<file path="src/rtl/pipeline_hazard_ctrl_pkg.sv">
// rtl/pipeline_hazard_ctrl_pkg.sv - shared types and helpers for the pipeline hazard controller
package pipeline_hazard_ctrl_pkg;

    typedef enum logic {
        ST_RUN  = 1'b0,
        ST_HALT = 1'b1
    } state_t;

    localparam logic [4:0] REG_ZERO = 5'd0;
    localparam int         MD_CNT_W = 8;

    // A load into $zero never creates a real dependency, so it is excluded.
    function automatic logic is_load_use(
        input logic       ex_mem_read,
        input logic [4:0] ex_rt,
        input logic [4:0] id_rs,
        input logic [4:0] id_rt,
        input logic       id_uses_rs,
        input logic       id_uses_rt
    );
        return ex_mem_read && (ex_rt != REG_ZERO) &&
               ((id_uses_rs && (id_rs == ex_rt)) || (id_uses_rt && (id_rt == ex_rt)));
    endfunction

endpackage

</file>
<file path="src/rtl/md_busy_timer.sv">
// rtl/md_busy_timer.sv - HI/LO occupancy timer for multiply/divide
// Ports: clk, rst_n (async active-low), md_start (load MD_LAT), md_busy (count non-zero).
module md_busy_timer
    import pipeline_hazard_ctrl_pkg::*;
#(
    parameter int MD_LAT = 32
) (
    input  logic clk,
    input  logic rst_n,
    input  logic md_start,
    output logic md_busy
);

    localparam logic [MD_CNT_W-1:0] LAT = MD_CNT_W'(MD_LAT);

    logic [MD_CNT_W-1:0] md_cnt_q, md_cnt_d;

    // A new mult/div restarts the window even while a previous one is in flight.
    always_comb begin
        md_cnt_d = md_cnt_q;
        if (md_start) begin
            md_cnt_d = LAT;
        end else if (md_cnt_q != '0) begin
            md_cnt_d = md_cnt_q - MD_CNT_W'(1);
        end
    end

    always_ff @(posedge clk or negedge rst_n) begin
        if (!rst_n) begin
            md_cnt_q <= '0;
        end else begin
            md_cnt_q <= md_cnt_d;
        end
    end

    assign md_busy = (md_cnt_q != '0);

endmodule

</file>
<file path="src/rtl/pipeline_hazard_ctrl.sv">
// rtl/pipeline_hazard_ctrl.sv - front-of-pipeline stall/flush/halt sequencer with perf counters
// Ports: hazard inputs from ID/EX (id_*, ex_*, md_start), go resumes from halt;
//        outputs pc_en, if_id_en, if_id_flush, id_ex_flush, md_busy, halted,
//        saturating stall_cnt / flush_cnt.
module pipeline_hazard_ctrl
    import pipeline_hazard_ctrl_pkg::*;
#(
    parameter int MD_LAT = 32,
    parameter int CNT_W  = 32
) (
    input  logic             clk,
    input  logic             rst_n,
    input  logic [4:0]       id_rs,
    input  logic [4:0]       id_rt,
    input  logic             id_uses_rs,
    input  logic             id_uses_rt,
    input  logic             id_reads_hilo,
    input  logic             id_syscall,
    input  logic             id_branch_taken,
    input  logic             ex_mem_read,
    input  logic [4:0]       ex_rt,
    input  logic             md_start,
    input  logic             go,
    output logic             pc_en,
    output logic             if_id_en,
    output logic             if_id_flush,
    output logic             id_ex_flush,
    output logic             md_busy,
    output logic             halted,
    output logic [CNT_W-1:0] stall_cnt,
    output logic [CNT_W-1:0] flush_cnt
);

    state_t            state_q, state_d;
    logic              resume_q, resume_d;
    logic [CNT_W-1:0]  stall_cnt_q, stall_cnt_d;
    logic [CNT_W-1:0]  flush_cnt_q, flush_cnt_d;
    logic              load_use;
    logic              stall;

    md_busy_timer #(.MD_LAT(MD_LAT)) u_md_busy_timer (
        .clk      (clk),
        .rst_n    (rst_n),
        .md_start (md_start),
        .md_busy  (md_busy)
    );

    assign load_use = is_load_use(ex_mem_read, ex_rt, id_rs, id_rt, id_uses_rs, id_uses_rt);
    assign stall    = load_use || (id_reads_hilo && md_busy);

    // resume_q marks the first RUN cycle after a halt: the syscall still sitting in
    // IF/ID must be flushed rather than re-executed. If a hazard stalls that cycle,
    // the flush is deferred until the stall clears.
    always_comb begin
        state_d     = state_q;
        resume_d    = resume_q;
        pc_en       = 1'b1;
        if_id_en    = 1'b1;
        if_id_flush = 1'b0;
        id_ex_flush = 1'b0;
        case (state_q)
            ST_HALT: begin
                pc_en       = 1'b0;
                if_id_en    = 1'b0;
                id_ex_flush = 1'b1;
                if (go) begin
                    state_d  = ST_RUN;
                    resume_d = 1'b1;
                end
            end
            default: begin
                if (stall) begin
                    pc_en       = 1'b0;
                    if_id_en    = 1'b0;
                    id_ex_flush = 1'b1;
                end else if (resume_q) begin
                    if_id_flush = 1'b1;
                    resume_d    = 1'b0;
                end else if (id_syscall) begin
                    pc_en    = 1'b0;
                    if_id_en = 1'b0;
                    state_d  = ST_HALT;
                end else if (id_branch_taken) begin
                    if_id_flush = 1'b1;
                end
            end
        endcase
    end

    // Counters stick at all-ones instead of wrapping.
    always_comb begin
        stall_cnt_d = stall_cnt_q;
        flush_cnt_d = flush_cnt_q;
        if (!pc_en && (stall_cnt_q != '1)) begin
            stall_cnt_d = stall_cnt_q + CNT_W'(1);
        end
        if (if_id_flush && (flush_cnt_q != '1)) begin
            flush_cnt_d = flush_cnt_q + CNT_W'(1);
        end
    end

    always_ff @(posedge clk or negedge rst_n) begin
        if (!rst_n) begin
            state_q     <= ST_RUN;
            resume_q    <= 1'b0;
            stall_cnt_q <= '0;
            flush_cnt_q <= '0;
        end else begin
            state_q     <= state_d;
            resume_q    <= resume_d;
            stall_cnt_q <= stall_cnt_d;
            flush_cnt_q <= flush_cnt_d;
        end
    end

    assign halted    = (state_q == ST_HALT);
    assign stall_cnt = stall_cnt_q;
    assign flush_cnt = flush_cnt_q;

endmodule

</file>
<file path="config.mk">
export PLATFORM = sky130hd
export DESIGN_NAME = pipeline_hazard_ctrl
export DESIGN_NICKNAME = d
export VERILOG_FILES = /design/src/rtl/pipeline_hazard_ctrl_pkg.sv /design/src/rtl/md_busy_timer.sv /design/src/rtl/pipeline_hazard_ctrl.sv
export SDC_FILE = /design/constraint.sdc
export NUM_CORES = 1
export LEC_CHECK = 0
export ABC_AREA = 1
export BUFFER_PORTS_ARGS = -buffer_cell sky130_fd_sc_hd__buf_2
export CAP_MARGIN = 30
export CORE_ASPECT_RATIO = 1.75
export CORE_MARGIN = 3
export CORE_UTILIZATION = 58
export CTS_BUF_LIST = sky130_fd_sc_hd__clkbuf_4
export DETAILED_ROUTE_END_ITERATION = 6
export GPL_TIMING_DRIVEN = 0
export PLACE_DENSITY = 0.83
export SLEW_MARGIN = 0
export SYNTH_ARGS = -nofsm -noshare
export SYNTH_HDL_FRONTEND = slang
export SYNTH_SLANG_ARGS = --single-unit
</file>
<file path="constraint.sdc">
create_clock -name clk -period 2.2 [get_ports clk]
set_input_delay 0.22 -clock clk [delete_from_list [all_inputs] [get_ports clk]]
set_output_delay 0.22 -clock clk [all_outputs]
set_load 0.02 [all_outputs]
</file>
==> flow_summary.toml, run 1 <==
[grt]
grt_overflow_total = 0
grt_max_degree = 75
grtUsageTotal_pct = 32.1
grt_antenna_before_repair = 0
grt_pass1_wl_um = 26300
grt_pass1_vias = 5521

[worst_setup_path]
max_stage_delay_ps = 460
cp.arrival_ps = 2470
r2r_start = "flush_cnt[1]"
critPathRequiredTime_ps = 2570
crit_path_start_kind = "flip-flop"
r2r_cells = 10
worstPathMaxFanout = 10
cp_slowest_cell = "dfrtp_1"
cp.buffers_inverters = 2
cp_top_family = "simple AND/OR/NAND/NOR gates"
cp_cell_sequence = "ha_4, nand3_2, inv_2, nand2_1, nor2_2, nand3b_1, nand4_4, buf_6, nand2_1, nand2_1"
critical_path_class = "reg2reg"
r2r-end = "flush_cnt[3]"
end_kind = "flip-flop"
cpMostUsedCell = "nand2_1"
r2r_slack_ps = 100

[sta]
finClkSkew_ps = 23.3
period_needed_ps = 2100
fin_ws_ps = 99.9
hold_violations = 0
worstMarginPinSlew_ps = 555
slew_headroom_pct = 63.0
clock.fmax_ghz = 0.476
final-setup-viol-count = 0
finalCritPeriodShare_pct = 95.5
final_max_slew_viol_count = 0

[drt]
avgViaCountPerCell = 5.55
drtIter0Drc = 419
vias = 5740
drt_pass1_iterations = 5
wl_per_cell_um = 15.9
remaining_drc_errors = 0
antenna_left = 0
routed_wl_um = 16400

[final_layout]
drive_gt1_share_pct = 19.5
nets = 942
fin_area_um2 = 6300
most-common-layout-cells = "nand2_1 (332), nor2_1 (102), buf_2 (95), dfrtp_1 (72), inv_1 (55)"
post-route-util_pct = 72.1
syn2layout_area_growth_pct = 20.3
diodes = 0
mostFrequentLayoutCell = "nand2_1"
stdcell_count = 1035

[placed_design]
io_buffers = 94
dp.cells = 1001
place.gp.congestion = 0.992
dp_hpwl_um = 12000
place_area_um2 = 5850
place_ws_ps = -64.8

[flow_run]
cap_violations = 0

[die]
die_h_um = 132
fp-row-count = 45
die_w_um = 77.8
die-area_um2 = 10200
core_area_um2 = 8730
ios = 95
initial_core_util_pct = 60.0

[power]
finalPower_mw = 4.57
irDropWorstVdd_mv = 0.389
power_density_nw_per_um2 = 727
p_leak_nw = 3.36

[worst_hold_path]
min_path_type = "in2async"

[clocking]
cts_root_buf = "clkbuf_4"
path_clk_slew_ps = 130
insertion_delay_ps = 440
cts_made_buffers = 9
htree_levels = 3
cts_sinks = 74
clock_path_buffers = 2
tritoncts = "done"

[yosys]
ys_warn_count = 0
yosysSeqAreaShare_pct = 35.4
ys_types = 30
synth.cell_area_um2 = 5230
syn_avg_cell_area_um2 = 6.63
ys_ff_latch = 74
synthCells = 790
syn_nets = 819

[run_status]
run_status = "completed"
[report_power, final]
part	internal, mW	leakage, nW	total (mW)	switching [mW]
logic	0.607	2.24	1.60	0.996
registers	1.52	1.01	1.73	0.209
clock network	0.709	0.111	1.24	0.536
total	2.83	3.36	4.57	1.74
[cells in the mapped netlist]
cell type	count	area, um^2
a21oi_2	1	8.76
nor2_1	103	387
inv_2	5	18.8
nand3_1	43	215
nand3b_1	23	173
nor4_1	1	6.26
nand2_2	3	18.8
buf_4	5	37.5
xor2_1	24	210
o21ai_2	1	8.76
buf_1	3	11.3
nand2_4	1	11.3
nor3_1	10	50.1
nand4_1	46	288
nand4_2	1	12.5
nand3_2	4	40.0
buf_6	11	124
buf_2	3	15.0
dfrtp_1	74	1850
ha_1	4	50.1
inv_1	57	214
a21oi_1	6	30.0
clkbuf_1	1	3.75
nor2_4	2	22.5
o22ai_1	1	6.26
nor2_2	6	37.5
o31ai_1	1	7.51
o21ai_0	5	25.0
nand2_1	334	1250
xnor2_1	11	96.3
[worst max-delay path by stage]
stage                                      startpoint            end  slack, ps  cells past startpoint
after detailed placement                 flush_cnt[0]  flush_cnt[27]        -60                     10
after global placement                   flush_cnt[0]  flush_cnt[26]        -60                     10
after CTS                 u_md_busy_timer.md_cnt_q[0]          pc_en          4                     11
after floorplan           u_md_busy_timer.md_cnt_q[0]          pc_en        230                     11
final                                    flush_cnt[1]   flush_cnt[3]        100                     10
after global routing                     flush_cnt[1]  flush_cnt[21]         -8                     10
[repair_timing]
item / in CTS / in global routing
endpoints found under the hold margin: 77 / 0
hold buffers: 3 / 0
gates cloned: 0 / 0
endpoints found under the setup margin: 34 / 59
setup buffers: 6 / 10
resized for setup: 8 / 14
pin swaps: 2 / 2
[cell families (layout without fill, tap and decap cells)]
kind of cell / count (synthesis) / count (layout) / share of synthesized area, %
AND/OR/NAND/NOR: 577 / 577 / 48.1
buffers and inverters: 85 / 213 / 8.10
flip-flops: 74 / 74 / 35.4
XOR/XNOR: 35 / 35 / 5.86
AO/OA/AOI/OAI: 15 / 15 / 1.65
adder cells (fa/ha/maj): 4 / 4 / 0.956
[state kept, by name (all words and copies together) (netlist names)]
name,flops
halted,1
stall_cnt,32
flush_cnt,32
resume_q,1
u_md_busy_timer.md_cnt_q,8
[metrics by stage]
| step | hold WS, ps | setup TNS, ps |
|---|---|---|
| 6_report | 139 | 0 |
| 5_1_grt | 92.0 | -8.98 |
| 4_1_cts | 196 | 0 |
| 3_5_place_dp | 428 | -1200 |
| 3_3_place_gp | 424 | -1450 |
| 2_1_floorplan | -75.6 | 0 |
[cell type report]
class / count / area (um^2)
Inverter: 62 / 233
Tap cell: 117 / 146
Multi-Input combinational cell: 631 / 3020
Timing Repair Buffer: 114 / 657
Buffer: 21 / 174
Clock buffer: 10 / 75.1
Clock inverter: 6 / 138
Fill cell: 756 / 2430
Sequential cell: 74 / 1850
[per-layer routing]
| metal | wire length [um] | part of all wire [%] | vias up | GRT usage [%] |
|---|---|---|---|---|
| met5 | 0 | 0 | - | 0 |
| met4 | 1110 | 6.7 | 0 | 20.5 |
| met3 | 885 | 5.4 | 86 | 4.66 |
| met2 | 8720 | 53 | 253 | 57.5 |
| met1 | 5720 | 35 | 2633 | 34.0 |
| li1 | - | - | 2768 | - |
Power figures use the tool's default switching activity.
==> run 2: changes to the inputs <==
--- a/config.mk
+++ b/config.mk
@@ -18,4 +18,5 @@
 export SLEW_MARGIN = 0
 export SYNTH_ARGS = -nofsm -noshare
 export SYNTH_HDL_FRONTEND = slang
+export SYNTH_HIERARCHICAL = 1
 export SYNTH_SLANG_ARGS = --single-unit
==> run 2 against run 1 <==
  * Synthesized cell count shrank 1.4%
  * Worst hold slack worse by 91 ps
  * Via count decreased by 1.2%
  * Critical endpoint is now if_id_flush
  * Largest power group unchanged
==> flow_summary.toml, run 2 <==
[grt]
grt_pass1_vias = 5523
busiest_layer = "met2"
grt_overflow_total = 0
grtUsageTotal_pct = 33.0
use_met2_pct = 62.9
use_met1_pct = 33.1
grt_max_degree = 75
grt_pass1_wl_um = 26200
met3_usage_pct = 5.08
grt_antenna_before_repair = 0

[worst_setup_path]
cp.arrival_ps = 1950
worstPathMaxFanout = 3
max_stage_delay_ps = 420
cp_cell_sequence = "inv_2, ha_4, nand2_4, nor2_4, inv_2, a21oi_4, buf_6, nand2_4, nor2_4, buf_6"
r2r_cells = 12
critPathRequiredTime_ps = 1980
cp_top_family = "buffers and inverters"
crit_cells = 10
cp_slowest_cell = "dfrtp_1"
crit_path_start_kind = "flip-flop"
cp.buffers_inverters = 4
end_kind = "output port"
critical_path_class = "reg2out"

[yosys]
synth_top_area_share_pct = 35.9
yosysSeqAreaShare_pct = 35.9
synth_compound_area_share_pct = 1.16
yosys-top-cells-count = "nand2_1 (329), nor2_1 (108), dfrtp_1 (74), inv_1 (50), nand3_1 (44)"
synthSimpleGateAreaFrac_pct = 49.3
synth_xor_xnor_area_share_pct = 6.27
synth_enable_flop_cells = 0
yosysTopAreaCell = "dfrtp_1"
muxShareOfSynthArea_pct = 0
synthAdderAreaFrac_pct = 0.969
ys_types = 30
synth_most_common_cell = "nand2_1"
synth.cell_area_um2 = 5160
synth_top_family_by_area = "simple AND/OR/NAND/NOR gates"
ys_warn_count = 6
ys_ff_latch = 74
syn_avg_cell_area_um2 = 6.63
syn_nets = 808
async_reset_ff_share_pct = 100
synth_ff_type = "dfrtp_1"
ys_top_cells_by_area = "dfrtp_1 (36%), nand2_1 (24%), nor2_1 (7.8%)"
synthCells = 779

[die]
fp-row-count = 44
die_w_um = 77.3
core_area_um2 = 8480
ios = 95
initial_core_util_pct = 60.9
die-area_um2 = 10100
die_h_um = 131

[final_layout]
diodes = 0
regArea_um2 = 1850
nets = 934
stdcell_count = 1024
drive_gt1_share_pct = 20.0
multi_input_area_um2 = 3060
mostFrequentLayoutCell = "nand2_1"
most-common-layout-cells = "nand2_1 (327), nor2_1 (104), buf_2 (100), dfrtp_1 (72), inv_1 (47)"
fin_area_um2 = 6210
fill_cells = 716
syn2layout_area_growth_pct = 20.2

[sta]
hold_ws_ps = 48.1
clock.fmax_ghz = 0.461
final_max_slew_viol_count = 0
slew_headroom_pct = 37.5
worstMarginPinSlew_ps = 937
finalCritPeriodShare_pct = 98.6
hold_violations = 0
period_needed_ps = 2170
rsz0062_at_grt = "true"
finClkSkew_ps = 16.0
final-setup-viol-count = 0

[clocking]
cts_sinks = 74
cts_root_buf = "clkbuf_4"
cts_made_buffers = 9
path_clk_slew_ps = 120
insertion_delay_ps = 430
htree_levels = 3
clock_path_buffers = 2
tritoncts = "done"

[drt]
routed_wl_um = 16400
avgViaCountPerCell = 5.54
drt_pass1_iterations = 6
vias = 5673
antenna_left = 0
remaining_drc_errors = 0
drtIter0Drc = 332
wl_per_cell_um = 16.0

[placed_design]
place_area_um2 = 5790
io_buffers = 94
dp.cells = 988
place.gp.congestion = 1.03
dp_hpwl_um = 12100

[run_status]
run_status = "completed"

[flow_run]
cap_violations = 0

[power]
irDropWorstVdd_mv = 0.463
power_density_nw_per_um2 = 710
p_leak_nw = 3.30

[worst_hold_path]
min_path_type = "in2reg"
min_path_cells = 2
## run 2: cell count changes after synthesis, moves of 3 or more
cell      previous run  this run
xnor2_1             11        14
inv_1               57        50
nand2_1            334       329
buf_6               11         5
nor2_1             103       108
nand3b_1            23        26
nand4_1             46        40
buf_2                3         9
buf_4                5         1
## run 2: per-layer routing
| layer | wire (um) | part of all wire [%] |
|---|---|---|
| met5 | 0 | 0 |
| met2 | 8850 | 54 |
| met4 | 1080 | 6.6 |
| met3 | 842 | 5.1 |
| met1 | 5620 | 34 |
## run 2: repair_timing
item / CTS / global route
pin swaps: 6 / 5
resized for setup: 17 / 19
gates cloned: 0 / 0
endpoints found under the hold margin: 75 / 0
hold buffers: 2 / 0
endpoints found under the setup margin: 37 / 37
buffers inserted: 14 / 7
## run 2: through the flow
stage	setup WS, ps	power [mW]	setup TNS [ps]	util [%]
final	31.3	4.41	0	73.2
after global routing	-66.9	4.66	-108	73.2
after CTS	-25.3	4.22	-34.6	72.1
after detailed placement	-248	3.11	-7360	68.2
after global placement	-235	3.04	-7190	68.2
after floorplan	90.2	2.67	0	-
## run 2: final cells by class
cell class | count | area share (%)
multi-input cells | 631 | 49.3
flip-flops and latches | 74 | 29.9
repair buffers | 117 | 10.7
inverters | 53 | 3.20
well taps | 115 | 2.32
plain buffers | 19 | 2.06
clock inverters | 5 | 1.29
clock buffers | 10 | 1.21
## run 2: path summary, 6_finish.rpt
check                                            startpoint                           to  slack (ps)
min in group asynchronous                             rst_n  u_md_busy_timer/md_cnt_q[2]         470
worst max-delay path            u_md_busy_timer/md_cnt_q[1]                  if_id_flush          30
worst min register to register                stall_cnt[25]                stall_cnt[25]         550
worst max register to register  u_md_busy_timer/md_cnt_q[1]                flush_cnt[25]         110
max in group asynchronous                             rst_n                 flush_cnt[0]        1060
worst min-delay path                               md_start  u_md_busy_timer/md_cnt_q[3]          50
## run 2: report_power, final
part	switching, mW	total, mW	leakage (nW)	internal [mW]
logic	1.06	1.72	2.21	0.661
registers	0.204	1.72	1.01	1.51
clock network	0.506	0.972	0.0801	0.466
total	1.77	4.41	3.30	2.64
## run 2: logic make-up (layout without fill, tap and decap cells)
family | Yosys count | in the layout
xor gates and xnor gates | 37 | 37
and+or+nand+nor | 579 | 579
DFF | 74 | 74
buffers and inverters | 74 | 204
adders and majority gates | 4 | 4
AOI/OAI and AO/OA | 11 | 11
==> run 3: changes to the inputs <==
==> constraint.sdc (replaced) <==
create_clock -name clk -period 2.1 [get_ports clk]
set_input_delay 0.21 -clock clk [delete_from_list [all_inputs] [get_ports clk]]
set_output_delay 0.21 -clock clk [all_outputs]
set_load 0.02 [all_outputs]
==> run 3 against run 2 <==
  * The flow now finishes with violations (setup timing)
  * Sequential power increased by 5%
  * Clock-buffer cell count is the same
  * Sequential share of layout area down 0.42 points
  * Utilization rose by 1.1 points
  * Worst hold slack improved by 150 ps
  * Critical path depth grew 1
  * Power rose by 6.5%
  * Worst setup slack lost 120 ps
  * Register-to-register slack worse by 100 ps
  * Clock skew up 0.82 ps
  * Die area unchanged
  * Routed wire length rose by 0.59%
  * Largest cell class unchanged
==> flow_summary.toml, run 3 (synthesis results as in run 2) <==
[sta]
final-setup-viol-count = 3
worstMarginPinSlew_ps = 925
clock.fmax_ghz = 0.458
hold_violations = 0
rsz0062_at_grt = "true"
slew_headroom_pct = 38.3
final_max_slew_viol_count = 0
hold_ws_ps = 194
finClkSkew_ps = 16.9
finalCritPeriodShare_pct = 104
period_needed_ps = 2180
fin_ws_ps = -84.4

[drt]
antenna_left = 0
avgViaCountPerCell = 5.58
vias = 5744
drt_pass1_iterations = 5
remaining_drc_errors = 0
drtIter0Drc = 322
wl_per_cell_um = 16.0
routed_wl_um = 16500

[power]
power_density_nw_per_um2 = 745
irDropWorstVdd_mv = 0.466
p_leak_nw = 3.34

[run_status]
run_status = "finished, violations left"
violations = "setup timing"

[placed_design]
place.gp.congestion = 1.03
dp_hpwl_um = 12100
place_area_um2 = 5790
place_ws_ps = -348
io_buffers = 94
dp.cells = 988

[grt]
grt_antenna_before_repair = 0
grt_max_degree = 75
grt_overflow_total = 0
grt_pass1_wl_um = 26200
grt_pass1_vias = 5527
grtUsageTotal_pct = 33.1

[die]
initial_core_util_pct = 60.9
fp-row-count = 44
die_w_um = 77.3
die_h_um = 131
ios = 95
core_area_um2 = 8480
die-area_um2 = 10100

[worst_setup_path]
cp.arrival_ps = 1970
critPathRequiredTime_ps = 1890
r2r_cells = 12
critical_path_class = "reg2out"
cp_slowest_cell = "dfrtp_1"
worstPathMaxFanout = 2
cp_cell_sequence = "inv_2, ha_4, nand2_4, nor2_4, inv_2, a21oi_4, nand3_4, buf_6, inv_4, buf_6, buf_6"
crit_path_start_kind = "flip-flop"
cpMostUsedCell = "buf_6"
end_kind = "output port"
max_stage_delay_ps = 420

[final_layout]
mostFrequentLayoutCell = "nand2_1"
most-common-layout-cells = "nand2_1 (327), nor2_1 (104), buf_2 (93), dfrtp_1 (71), inv_1 (47)"
syn2layout_area_growth_pct = 22.0
fin_area_um2 = 6300
diodes = 0
post-route-util_pct = 74.3
nets = 940
stdcell_count = 1030
drive_gt1_share_pct = 20.5

[clocking]
path_clk_slew_ps = 120
cts_made_buffers = 9
htree_levels = 3
clock_path_buffers = 2
cts_sinks = 74
cts_root_buf = "clkbuf_4"
insertion_delay_ps = 440
tritoncts = "done"

[worst_hold_path]
min_path_type = "in2reg"
min_path_cells = 5

[flow_run]
cap_violations = 0
## run 3: per-layer routing
metal	track usage, %	vias to the layer above	wire length [um]
met5	0	-	0
met4	22.2	0	997
met3	4.73	68	830
met2	62.3	240	8990
met1	33.4	2692	5680
li1	-	2744	-
## run 3: power by group
group          leakage, nW  total [mW]  switching, mW  internal [mW]
clock               0.0801        1.02          0.533          0.488
combinational         2.25        1.87           1.12          0.747
sequential            1.01        1.81          0.223           1.59
total                 3.34        4.70           1.87           2.82
## run 3: critical path: cells and delay by family (launching register included)
family / cells / cell delay [ps]
compound gates: 1 / 180
fa+ha+maj: 1 / 140
buf+inv: 6 / 520
flops: 1 / 420
simple gates: 3 / 280
## run 3: final timing paths
kind                                             startpoint                           to  slack [ps]
worst min register to register                stall_cnt[25]                stall_cnt[25]         550
min in group asynchronous                             rst_n  u_md_busy_timer/md_cnt_q[2]         440
worst max register to register  u_md_busy_timer/md_cnt_q[1]                flush_cnt[25]          10
worst max-delay path            u_md_busy_timer/md_cnt_q[1]                        pc_en         -80
worst min-delay path                             id_syscall                       halted         190
max in group asynchronous                             rst_n                 flush_cnt[0]        1000
## run 3: cell type report
class	instances	area, um^2
Clock buffer	10	75.1
Timing Repair Buffer	121	704
Buffer	21	174
Inverter	53	201
Clock inverter	5	80.1
Multi-Input combinational cell	631	3070
Tap cell	115	144
Sequential cell	74	1860
Fill cell	689	2180
## run 3: repair_timing
| item | CTS | global route |
|---|---|---|
| hold endpoints to repair | 77 | 0 |
| pin swaps | 7 | 5 |
| hold buffers | 3 | 0 |
| gates cloned | 0 | 1 |
| buffers inserted | 15 | 8 |
| setup endpoints to repair | 46 | 61 |
| gates resized for setup | 25 | 29 |
## run 3: metrics by stage
step | power [mW] | setup TNS, ps
CTS | 4.48 | -267
global placement | 3.18 | -10670
detailed placement | 3.26 | -10840
global route | 4.96 | -2040
finish | 4.70 | -182
floorplan | 2.80 | 0
